`config.mk`:
```
export PLATFORM = sky130hd
export DESIGN_NAME = sig_mmio_ctrl
export DESIGN_NICKNAME = d
export VERILOG_FILES = /design/src/rtl/sig_mmio_ctrl.sv
export SDC_FILE = /design/constraint.sdc
export NUM_CORES = 1
export LEC_CHECK = 0
export BUFFER_PORTS_ARGS = -buffer_cell sky130_fd_sc_hd__buf_2
export CORE_MARGIN = 4
export CORE_UTILIZATION = 38
export DETAILED_ROUTE_END_ITERATION = 7
export GPL_ROUTABILITY_DRIVEN = 0
export SYNTH_ARGS = -nofsm -noshare
export SYNTH_HDL_FRONTEND = slang
export SYNTH_SLANG_ARGS = --single-unit
```
`constraint.sdc`:
```
create_clock -name clk_i -period 6.5 [get_ports clk_i]
set_input_delay 0.325 -clock clk_i [delete_from_list [all_inputs] [get_ports clk_i]]
set_output_delay 0.325 -clock clk_i [all_outputs]
set_load 0.05 [all_outputs]
```
`src/rtl/sig_mmio_ctrl.sv`:
```
// sig_mmio_ctrl: signature MMIO decode, register-dump FIFO and stop/SIMLEN run sequencing.
// Optional macro SIG_TRAP_STOP_EN makes a trap-signature write end the run like a stop write.
module sig_mmio_ctrl #(
    parameter logic [63:0] ADDR_STOP  = 64'h0,
    parameter logic [63:0] ADDR_TRAP  = 64'h8,
    parameter logic [63:0] ADDR_IREG  = 64'h10,
    parameter logic [63:0] ADDR_FREG  = 64'h18,
    parameter int          STOP_DELAY = 50,
    parameter int          FIFO_DEPTH = 8,
    parameter int          CNT_W      = 32
) (
    input  logic             clk_i,
    input  logic             rst_i,
    input  logic             mem_req_i,
    input  logic             mem_we_i,
    input  logic [63:0]      mem_addr_i,
    input  logic [63:0]      mem_wdata_i,
    input  logic [CNT_W-1:0] simlen_i,
    output logic             dump_valid_o,
    input  logic             dump_ready_i,
    output logic             dump_is_fp_o,
    output logic [4:0]       dump_idx_o,
    output logic [63:0]      dump_data_o,
    output logic             overflow_o,
    output logic             done_o,
    output logic [1:0]       cause_o,
    output logic [CNT_W-1:0] cycle_cnt_o
);
    localparam int AW = $clog2(FIFO_DEPTH);
`ifdef SIG_TRAP_STOP_EN
    localparam logic TRAP_EN = 1'b1;
`else
    localparam logic TRAP_EN = 1'b0;
`endif

    typedef enum logic [1:0] {RUN, STOPPING, DRAIN, DONE} state_t;

    state_t        state;
    logic [31:0]   stop_cnt;
    logic [4:0]    int_idx, fp_idx;
    logic [69:0]   mem [FIFO_DEPTH];
    logic [AW-1:0] rd_ptr, wr_ptr;
    logic [AW:0]   count;
    logic          wr, run, stop_hit, trap_hit, ireg_hit, freg_hit, push, pop, full, push_ok, sim_exp;

    assign wr       = mem_req_i & mem_we_i;
    assign run      = state == RUN;
    assign stop_hit = run & wr & (mem_addr_i == ADDR_STOP);
    assign trap_hit = TRAP_EN & run & wr & (mem_addr_i == ADDR_TRAP);
    assign ireg_hit = run & wr & (mem_addr_i == ADDR_IREG);
    assign freg_hit = run & wr & (mem_addr_i == ADDR_FREG);
    assign push     = ireg_hit | freg_hit;
    assign full     = count == (AW+1)'(FIFO_DEPTH);
    assign dump_valid_o = count != '0;
    assign pop      = dump_valid_o & dump_ready_i;
    assign push_ok  = push & (~full | pop);
    assign sim_exp  = (simlen_i != '0) && (cycle_cnt_o == simlen_i - CNT_W'(1));
    // Head fields read as zero while the FIFO is empty so reset leaves every output at 0.
    assign {dump_is_fp_o, dump_idx_o, dump_data_o} = dump_valid_o ? mem[rd_ptr] : 70'd0;

    always_ff @(posedge clk_i)
        if (push_ok) mem[wr_ptr] <= {freg_hit, freg_hit ? fp_idx : int_idx, mem_wdata_i};

    always_ff @(posedge clk_i or posedge rst_i) begin
        if (rst_i) begin
            state       <= RUN;
            stop_cnt    <= 32'(STOP_DELAY);
            int_idx     <= 5'd1;
            fp_idx      <= 5'd0;
            rd_ptr      <= '0;
            wr_ptr      <= '0;
            count       <= '0;
            overflow_o  <= 1'b0;
            done_o      <= 1'b0;
            cause_o     <= 2'd0;
            cycle_cnt_o <= '0;
        end else begin
            if (push_ok) wr_ptr <= wr_ptr + AW'(1);
            if (pop) rd_ptr <= rd_ptr + AW'(1);
            count <= count + (AW+1)'(push_ok) - (AW+1)'(pop);
            if (push & ~push_ok) overflow_o <= 1'b1;
            // Indices advance on every accepted-by-decode dump, dropped or not.
            if (ireg_hit) int_idx <= (int_idx == 5'd31) ? 5'd1 : int_idx + 5'd1;
            if (freg_hit) fp_idx <= fp_idx + 5'd1;
            case (state)
                RUN:
                    if (stop_hit | trap_hit) begin
                        state   <= STOPPING;
                        cause_o <= trap_hit ? 2'd3 : 2'd1;
                    end else if (sim_exp) begin
                        state   <= DRAIN;
                        cause_o <= 2'd2;
                    end else begin
                        cycle_cnt_o <= cycle_cnt_o + CNT_W'(~&cycle_cnt_o);
                    end
                STOPPING: begin
                    stop_cnt <= stop_cnt - 32'd1;
                    if (stop_cnt <= 32'd1) state <= DRAIN;
                end
                DRAIN:
                    if (!dump_valid_o) begin
                        state  <= DONE;
                        done_o <= 1'b1;
                    end
                default: state <= DONE;
            endcase
        end
    end
endmodule

```
After elaboration in Yosys (flattened, before gate mapping)

Memory sizes are Yosys's and may differ from the RTL's.
Cells that the tools add are included.

Register bits after elaboration: 90
RAM bits: 560
Input bits: 165
Output and inout bits: 107
Logic and storage cells: 69
Memories: 1

Memories:

| memory | depth | bits a word | read ports | clocked after memory_dff | wr ports | line | source |
|---|---|---|---|---|---|---|---|
| mem    | 8     | 70          | 1          | 0                        | 1        | 41   | `logic [69:0] mem [FIFO_DEPTH];` |

Add/subtract/negate cells: 9
Magnitude comparators: 1
Equality and inequality tests: 10
Muxes and demuxes: 10
Bitwise logic cells: 15
Reductions and logical operators: 12

Operators by type and width:

| cell                    | number |
|---|---|
| $eq A64 B5 Y1 const B   | 2 |
| $mux W70                | 1 |
| $logic_not A64 Y1       | 1 |
| $sub A32 B1 Y32 const B | 2 |
| $add A32 B1 Y32         | 1 |
| $eq A32 B32 Y1          | 1 |
| $le A32 B1 Y1 const B   | 1 |
| $reduce_and A32 Y1      | 1 |
| $reduce_bool A32 Y1     | 1 |
| $add A5 B1 Y5 const B   | 2 |
| $mux W5                 | 2 |
| $and A1 B1 Y1           | 8 |
| $mux W2                 | 4 |
| $add A3 B1 Y3 const B   | 2 |
| $pmux W2 S3             | 1 |
| $reduce_and A3 Y1       | 2 |
| $eq A5 B5 Y1 const B    | 1 |
| $not A1 Y1              | 5 |
| $add A4 B1 Y4           | 1 |
| $eq A4 B4 Y1 const B    | 1 |
| $ne A2 B2 Y1 const B    | 2 |
| $reduce_and A2 Y1       | 2 |
| $reduce_bool A4 Y1      | 1 |
| $sub A4 B1 Y4           | 1 |
| other kinds (9)         | 11 |

Longest topological paths before layout

Gate-level depths: netlist of the first run.

Depth after elaboration: 7
Mapped depth: 15
Mapped depth without buffers: 13

Worst setup path after synthesis of the first run

Ideal clock, no wire load.

Path kind: flip-flop to flip-flop
From: register count[2]
To: memory mem[1][0] (enable)
Data arrival time: 6.919 ns
Slack: -1.003 ns
Stages on the path, launching flop included: 13
Buffers on the path: 2
Period minus slack after synthesis: 7.503 ns
Cell sequence: dfrtp_1 inv_1 ha_1 and2_1 clkbuf_1 inv_1 nand2_1 and3_1 or2_2 clkbuf_1 inv_1 nand2_1 nor3_1

Word-level cells in the longest chain between the ends: 6
Elaborated cells between the ends (all ways): 8
Those cells by class: 1 x eq/ne; 2 x mux; 4 x bitwise; 1 x reduce/logical

Ends and longest elaborated chain:

| what                     | line | source |
|---|---|---|
| start: declaration       | 43   | `logic [AW:0] count;` |
| start signal: assignment | 80   | `count <= count + (AW+1)'(push_ok) - (AW+1)'(pop);` |
| $reduce_bool A4 Y1       | 54   | `assign dump_valid_o = count != '0;` |
| named net dump_valid_o   | 19   | `output logic dump_valid_o,` |
| $and A1 B1 Y1            | 55   | `assign pop = dump_valid_o & dump_ready_i;` |
| $or A1 B1 Y1             | 56   | `assign push_ok = push & (~full \| pop);` |
| $and A1 B1 Y1            | 56   |  |
| $mux W1 (2 in series)    | 62   | `if (push_ok) mem[wr_ptr] <= {freg_hit, freg_hit ? fp_idx : int_idx, mem_wdata_i};` |
| end: declaration         | 41   |  |

The timed path passes the listed nets, and every way through them passes these cells.

Final worst setup path of the first run

From: register count[2]
To: memory mem[1][60] (enable)

Word-level cells in the longest chain between the ends: 6
Elaborated cells between the ends (all ways): 8
Those cells by class: 1 x eq/ne; 2 x mux; 4 x bitwise; 1 x reduce/logical

Ends and longest elaborated chain:

| what                                                      | line |
|---|---|
| $reduce_bool A4 Y1 / $eq A4 B4 Y1 (equally long branches) | 54, 53 |
| $and A1 B1 Y1 / $not A1 Y1 (equally long branches)        | 55, 56 |
| $or A1 B1 Y1 *                                            | 56 |
| $and A1 B1 Y1 *                                           | 56 |
| $mux W1 * (2 in series)                                   | 62 |

Mark *: on every way between the ends. The rest lies on a longest branch, timed or not.

==> results of run 1 <==
## per-stage QoR
| step | instances | hold WS (ps) |
|---|---|---|
| floorplan | 1494 | 424 |
| global placement | 2665 | 249 |
| detailed placement | 2665 | 259 |
| CTS | 2853 | 5.27 |
| global route | 2853 | 20.7 |
| finish | 2854 | 33.3 |
## critical path: stages, from the launching register on
cell     delay, ps
dfrtp_1        320
inv_1           70
ha_1           200
and2_4         230
inv_1          100
nand2_1        130
and3_1         280
or2_2          350
inv_1           80
nand2_1        240
nor3_4         190
buf_4          660
buf_4          530
## placed cells by master (no fill, tap or decap), drive strengths merged, types with 4 or more instances in the layout
master / n
a211oi: 4
a21oi: 9
and2: 5
and3: 18
and4b: 4
buf: 295
bufinv: 9
clkbuf: 85
clkinv: 26
dfrtp: 86
dfstp: 4
dlygate4sd3: 65
edfxtp: 560
ha: 17
inv: 27
mux2: 12
mux2i: 71
mux4: 140
nand2: 39
nand2b: 9
nand3: 19
nand4: 24
nor2: 126
nor2b: 5
nor3: 42
nor3b: 4
nor4: 32
nor4b: 10
o21ai: 4
or3: 7
or4: 7
xnor2: 41
xor2: 64
## cells in the mapped netlist, types with 8 or more instances
master      n
edfxtp_1  560
mux4_2    140
clkbuf_1   35
and3_1     17
nor4_1     28
buf_1      22
inv_1      24
dfrtp_1    86
mux2_2     10
xor2_1     64
nand2_1    39
ha_1       17
nand3_1    18
a21oi_1     9
xnor2_1    41
mux2i_1    71
nand4_1    22
nor3_1     40
nor4b_1     8
nor2_1    125
nand2b_1    9
## sequential cells by signal, indices dropped and copies added, names as in the netlist
| name | count |
|---|---|
| rd_ptr | 3 |
| count | 4 |
| state | 2 |
| int_idx | 5 |
| done_o | 1 |
| overflow_o | 1 |
| wr_ptr | 3 |
| cause_o | 2 |
| fp_idx | 5 |
| mem | 560 |
| cycle_cnt_o | 32 |
| stop_cnt | 32 |
## layout make-up
class / count / area, um^2 / area share, %
repair buffers: 360 / 2220 / 6.86
well taps: 940 / 1180 / 3.63
multi-input cells: 756 / 7560 / 23.3
clock buffers: 85 / 1800 / 5.54
diodes: 1 / 2.50 / 0.00772
clock inverters: 38 / 479 / 1.48
flip-flops and latches: 650 / 19100 / 58.9
inverters: 24 / 91.3 / 0.282
## cells by family after synthesis
logic type	Yosys count	share of synthesized area, %
and+or+nand+nor	363	7.38
DFF	650	70.8
buffers and inverters	88	1.34
muxes	223	14.9
adders and majority gates	18	0.864
xor gates and xnor gates	105	3.42
AOI/OAI and AO/OA	47	1.31
## routing by layer
metal	GRT usage [%]	routed length, um	part of all wire (%)
met1	22.2	26600	43
met2	27.8	30900	50
met3	3.56	3640	5.8
met4	4.19	1120	1.8
met5	0	55	0.088
## worst max path at each step
stage	endpoint	slack [ps]
after floorplan	mem[7][0]	880
after global placement	mem[1][69]	2600
after detailed placement	cycle_cnt_o[1]	2530
after CTS	mem[1][60]	2620
after global routing	mem[1][60]	2370
final	mem[1][60]	2690
## report_power, final
group / total, W / switching (W) / internal (W)
registers: 0.00472 / 0.000163 / 0.00455
clock network: 0.00393 / 0.00159 / 0.00234
logic: 0.00386 / 0.00252 / 0.00134
total: 0.0125 / 0.00428 / 0.00824
==> flow_results.org, run 1 <==
** CTS
- Maximum count of clock buffers along a single path :: 3
- The clock reaches the later pin of the worst-skew pair after 610 ps.
- The number of clock buffers added by TritonCTS is 68.
- Clock tree synthesis selected as its root buffer the cell clkbuf_16.
- Number of levels the H-tree was split into :: 3
- In this run, post-CTS hold repair placed 65 buffers.
- TritonCTS built the clock tree.
- CTS saw 650 sinks.
- In this run the post-CTS setup repair buffer count came out at 0.
- In this run, post-CTS repair resized a total of 0 instances.
- Clock-pin slew reported for the worst setup and hold paths after clock tree synthesis :: approximately 60 ps

** Global route
- Entering global routing, the biggest net connects around 140 pins.
- Initial antenna violation count :: 6
- The first global-routing pass estimated 95500 um of wire.
- Global routing consumed, over all layers together, 16.6% of the routing resources.
- Total overflow reported by the global router :: 0
- The via count of the first global-routing pass is 15846.

** Job
- Across the run, the number of max-cap violations was 0.

** Placement
- Placement Setup Slack :: 2530 ps
- Post-DP HPWL :: 38100 um
- Port Buffer Count :: 271
- Post-placement cell area :: between 0.02 and 0.03 mm^2

** Final layout
- Growth of design area from synthesis to finish :: 20.4%
- For this run, the share of the core covered by cells in the final layout is 46.2%.
- Post-route cell area :: roughly 0.032 mm^2
- Share of cells above drive strength 1 :: 30.2%
- Fillers :: around 6100
- Total number of nets in the final design :: 2043

** Yosys
- Async SR Flop Fraction :: roughly 14%
- In this run the cell area of the synthesized design comes to 0.0269 mm^2.
- For this run, the leading register cell type out of synthesis is edfxtp_1.
- Cell types occupying the most area after synthesis :: edfxtp_1, mux4_2, dfrtp_1
- #FFs+latches synth :: 650
- Mapped Nets :: ~1700
- Of the post-synthesis cell area, the dominant cell type holds 62.5%.
- Yosys warnings :: 0
- Mapped Cells :: between 1000 and 1500
- Count of flip-flops with a built-in enable after synthesis :: 560
- Proportion of synthesized chip area in sequential cells :: approximately 71%
- Largest area contributor in the synthesized netlist :: edfxtp_1
- A synthesized cell averages roughly 18 um^2.
- In this run, distinct cell masters in the synthesized netlist total 70.

** Run status
- Result of the run :: complete, no violations

** Die
- Core Area :: 0.0701 mm^2
- Die outline width :: around 270 um
- The die is 274 um tall.
- Die Area :: 0.0752 mm^2
- The floorplan has 97 rows.
- Initial cell density of the core :: 38.4%
- 272 I/O pins were placed.

** Hold path
- Counting instances, the worst hold path has a depth of 1.
- For hold timing, the worst endpoint is mem[1][58].
- Hold path startpoint :: mem_wdata_i[58]
- The path class of the tightest hold or removal check is input pin to flop.

** STA
- The routed design could run at a clock period as short as 3810 ps.
- Adding up every negative setup slack in the final design gives 0 ps.
- Worst max-slew margin expressed relative to the limit :: 30.6%
- The count of pins over their slew limit was 0.
- Maximum clock frequency :: 0.262 GHz
- Unrepaired setup endpoints after global routing :: no
- Fraction of the cycle the final worst path needs :: between 50% and 60%
- Setup slack on the critical path of the routed design comes to 2690 ps.
- The hold violation total from the final report was 0.
- At the pin with the least slew margin, the transition time is 1040 ps.
- Setup violations remaining at the end of the flow were counted as 0.
- On the final layout, the worst clock skew is 16.5 ps.

** Setup path
- STA classifies the critical path startpoint as a flop.
- Required time of the worst setup path :: 6740 ps
- Worst R2R End :: mem[1][60]
- In this run the worst setup path begins at count[2].
- STA puts the critical path data arrival time at 4050 ps.
- Number of cells traversed by the worst register-to-register path :: 12
- By startpoint and endpoint, the worst setup path is classified as flop to flop.
- In this run the worst path has a maximum fanout of 47.
- Crit. End Element :: flop
- Slack of the worst reg-to-reg path :: around 2700 ps
- Launch point of the worst reg-to-reg path :: count[2]

** Power
- In this run the static leakage power is about 12 nW.
- Overall power consumption after layout is estimated at between 0.01 and 0.015 W.
- For this design the ratio of total power to cell area is around 390 mW/mm^2.
- Across the VDD grid, the largest voltage drop is 0.466 mV.

** Drt
- After detailed routing, the number of remaining DRC violations is 0.
- For this block, the initial DRC count from the detailed router was 1080.
- Count of nets left with antenna violations after detail routing :: 0
- Drt pass-1 iters :: 6
- Wires add up to 62200 um.
- Via count normalized by instance count :: 5.24
- Total via count in the routed design :: 14950
- Detailed-route wire length per cell :: 21.8 um
Power figures use the tool's default switching activity.
==> inputs of run 2 (changes only) <==
- ABC_AREA: default -> 1
- clock period: 6.5 -> 3.4 ns (I/O delays scaled with it)
==> run 2 against run 1 <==
- utilization rose by 0.54 points
- total power increased by 110%
- die area is 4.8% higher
- sequential cell count stayed put
- setup slack worse by 2500 ps
- combinational power rose to 2.5 times the previous value
- clock-buffer cell count decreased by 2
- critical path depth fell by 5
- cell count increased by 38%
- hold slack improved by 4.9 ps
- synthesized cell count increased by 72%
==> flow_results.org, run 2 <==
** Yosys
- #FFs+latches synth :: 650 (unchanged)
- Mapped Cells :: 2570 (+72%)
- Count of unique library cells instantiated by Yosys :: 41 (-41%)
- Most frequent cell after synthesis :: nor2_1
- The mean cell area of the mapped netlist is 11.0 um^2 (-39%).
- In the synthesized netlist the dominant register cell turns out to be edfxtp_1.
- Async SR Flop Fraction :: 13.8% (unchanged)
- Ranked by total cell area, the synthesized netlist is headed by edfxtp_1, dfrtp_1, nor2_1.
- Yosys warnings :: 0 (unchanged)
- Top post-synthesis cells by count :: nor2_1, edfxtp_1, o21ai_0
- Largest area contributor in the synthesized netlist :: edfxtp_1
- Top cell type's share of synthesized area :: 59.5% (-3.0 points)
- The number of enable flip-flop cells after synthesis came to 560 (unchanged).
- The post-synthesis sequential area ratio came to 67.5% (-3.4 points).
- The synthesized area was 0.0283 mm^2 (+5.0%).
- The net count after synthesis is 2753 (+64%).

** Drt
- DRC violation total after the first TritonRoute iteration :: 1428 (+32%)
- Total via count in the routed design :: 20563 (+38%)
- Drt pass-1 iters :: 5 (-1)
- The overall routed net length was 75800 um (+22%).
- Detailed-route wire length per cell :: 19.3 um (-12%)
- The DRC violation count after routing was 0 (unchanged).
- The via density per instance came to 5.23 (-0.16%).
- Count of nets left with antenna violations after detail routing :: 0 (unchanged)

** Die
- Core Area :: 0.0733 mm^2 (+4.5%)
- The starting density of the core came to 38.5% (+0.16 points).
- The die footprint was 0.0788 mm^2 (+4.8%).
- The I/O pin count is 272 (unchanged).
- The floorplan die height was 281 um (+2.4%).
- Die outline width :: 281 um (+2.4%)
- The number of core rows came to 99 (+2.1%).

** STA
- Maximum clock frequency :: 0.314 GHz
- The hold violation total from the final report was 0 (unchanged).
- Worst Skew :: 26.0 ps (+9.54 ps)
- Setup repair after global routing left no endpoint under its margin.
- Final max-slew violation count :: 0 (unchanged)
- The slew at the pin closest to its max-slew limit came to 889 ps (-153 ps).
- Endpoints failing setup :: 0 (unchanged)
- Worst max-slew margin expressed relative to the limit :: 40.1% (+9.6 points)
- The setup slack of the critical path after layout is 218 ps (-2470 ps).
- Final critical-path required period :: about 3200 ps
- After layout, the worst path uses 93.6% of the clock period.

** Final layout
- Flip-flop count of the largest register after layout :: 560 (unchanged)
- Leaving out fill and tap cells, the most frequent cell in the layout is nor2_1.
- From synthesis to final layout, the design area changed by 21.3%.
- The top cell types in the final layout, fill and taps aside, are nor2_1, edfxtp_1, o21ai_0, buf_2, nand2_1.
- Share of cells above drive strength 1 :: 16.7% (-13 points)
- The register with the most flip-flops in the final layout is mem.
- The post-layout instance area was 0.0343 mm^2 (+5.8%).
- Biggest registers after layout :: mem x560, cycle_cnt_o x32, stop_cnt x32
- The number of nets at the end of the flow is 3099 (+52%).

** CTS
- Post-CTS setup repair buffer count :: 0 (unchanged)
- Number of levels the H-tree was split into :: 3 (unchanged)
- Clock-pin slew reported for the worst setup and hold paths after clock tree synthesis :: 50 ps (about the same)
- TritonCTS clock tree :: built
- The insertion delay to the later sink of the worst-skew pair came to 600 ps (about the same).
- The clock net sink count was 650 (unchanged).
- Maximum count of clock buffers along a single path :: 3 (unchanged)
- CTS root buf :: clkbuf_16
- The clock buffer count from CTS is 71 (+4.4%).

** Setup path
- The cell that appears most often on the critical path is o21ai_0.
- STA classifies the critical path startpoint as a flop.
- Crit path DAT :: 3010 ps (-1040 ps)
- Highest cell delay on the worst timing path :: 650 ps (about the same)
- The worst register-to-register path begins at state[1].
- Critical Path, Cell by Cell :: inv_6 -> buf_12 -> o21ai_0 -> o22ai_1 -> o21ai_0 -> a31oi_1 -> buf_2
- The peak fanout along the critical path is 67 (+43%).
- Required time of the worst setup path :: 3230 ps (-3510 ps)
- STA classifies the critical path endpoint as a primary output.
- Crit. Startpoint :: rd_ptr[0]
- The setup path with the least slack is of type flop to primary output.
- Critical-path cell with the highest stage delay :: dfrtp_4

** Placement
- The count of buffers from port buffering came to 271 (unchanged).
- The instance area after placement was 0.0312 mm^2 (+5.7%).
- The half-perimeter wire length after placement came to 44400 um (+16%).
- Placement Setup Slack :: 435 ps (-2100 ps)

** Power
- Cell Pwr Density :: 769 mW/mm^2 (+99%)
- The worst vdd rail ir drop was 0.723 mV (+55%).
- Leakage power figure :: 12.8 nW (+8.5%)

** Hold path
- Kind of path behind the tightest hold check :: input pin to flop
- Hold path startpoint :: dump_ready_i

** Run status
- Result of the run :: complete, no violations

** Global route
- The initial antenna violation count is 4 (-2).
- First-pass GRT wire length :: 116000 um (+22%)
- Pin count of the biggest net entering global routing :: 148 (+3.5%)
- The via count of the first global-routing pass is 20884 (+32%).
- The overflow left after global routing was 0 (unchanged).
- GRT Util Overall :: 18.8% (+2.2 points)

** Job
- Max-cap violations :: 0 (unchanged)
==> run 2: changes by cell type in the layout (fill, tap and decap cells not counted), sizes merged, moves of 10 or more <==
cell / before / now
xnor2: 41 / 30
nand2: 39 / 269
mux2i: 71 / 0
nand3: 19 / 70
a31oi: 1 / 71
nor4b: 10 / 0
mux4: 140 / 0
and3: 18 / 0
buf: 295 / 332
o21ai: 4 / 375
mux2: 12 / 0
o22ai: 2 / 72
inv: 27 / 123
nor2: 126 / 580
==> run 2: timing repair <==
item,4_1_cts,5_1_grt
hold buffers,71,0
endpoints found under the setup margin,0,31
gates resized for setup,0,4
hold endpoints to repair,551,0
==> run 2: worst paths after layout <==
kind                                    to  cells past startpoint  slack, ps
hold / removal                   rd_ptr[0]                      3         40
max in group asynchronous        rd_ptr[0]                      4       2170
min in group asynchronous  cycle_cnt_o[13]                      3        220
setup / recovery           dump_data_o[25]                      7        220
hold reg to reg               stop_cnt[31]                      1        490
setup reg to reg                  count[2]                     14        620
==> run 2: final cells by class <==
| class | instances | area [um^2] |
|---|---|---|
| fill | 6616 | 39000 |
| tap | 959 | 1200 |
| clock inverter | 45 | 551 |
| inverter | 122 | 472 |
| multi-input combinational | 1667 | 8360 |
| sequential | 650 | 19100 |
| antenna | 2 | 5.00 |
| clock buffer | 83 | 1820 |
| timing repair buffer | 404 | 2800 |
==> run 2: kinds of logic after synthesis <==
| logic type | Yosys count | share of synthesized area, % |
|---|---|---|
| buffers and inverters | 253 | 3.43 |
| XOR/XNOR | 92 | 2.95 |
| flip-flops | 650 | 67.5 |
| adder cells (fa/ha/maj) | 18 | 0.823 |
| AO/OA/AOI/OAI | 534 | 10.2 |
| AND/OR/NAND/NOR | 1023 | 15.2 |
==> run 2: worst max-delay path, delay by kind of cell, from the launching register on <==
kind	cells	cell delay, ps
buffers and inverters	3	1110
AO/OA/AOI/OAI	4	650
flip-flops	1	650
==> run 2: report_power, final <==
part           switching, W  internal, W  leakage [nW]
sequential         0.000152      0.00871          6.10
combinational       0.00728      0.00247          5.60
clock               0.00313      0.00464          1.15
total                0.0106       0.0158          12.8
==> run 2: per-layer routing <==
metal	wire, um	share of wire, %	global-route usage [%]
met5	13	0.017	0
met4	2300	3.0	6.87
met3	4840	6.4	3.60
met2	37000	49	31.9
met1	31600	42	24.0
==> run 2: stage by stage <==
step	hold slack, ps	instances	total power [W]	util (%)	setup TNS (ps)
floorplan	269	2570	0.0158	-	-51150
global placement	288	3730	0.0186	42.5	0
detailed placement	298	3730	0.0187	42.5	0
CTS	4.93	3929	0.0266	46.7	0
global route	57.8	3931	0.0277	46.7	0
finish	38.2	3932	0.0264	46.8	0
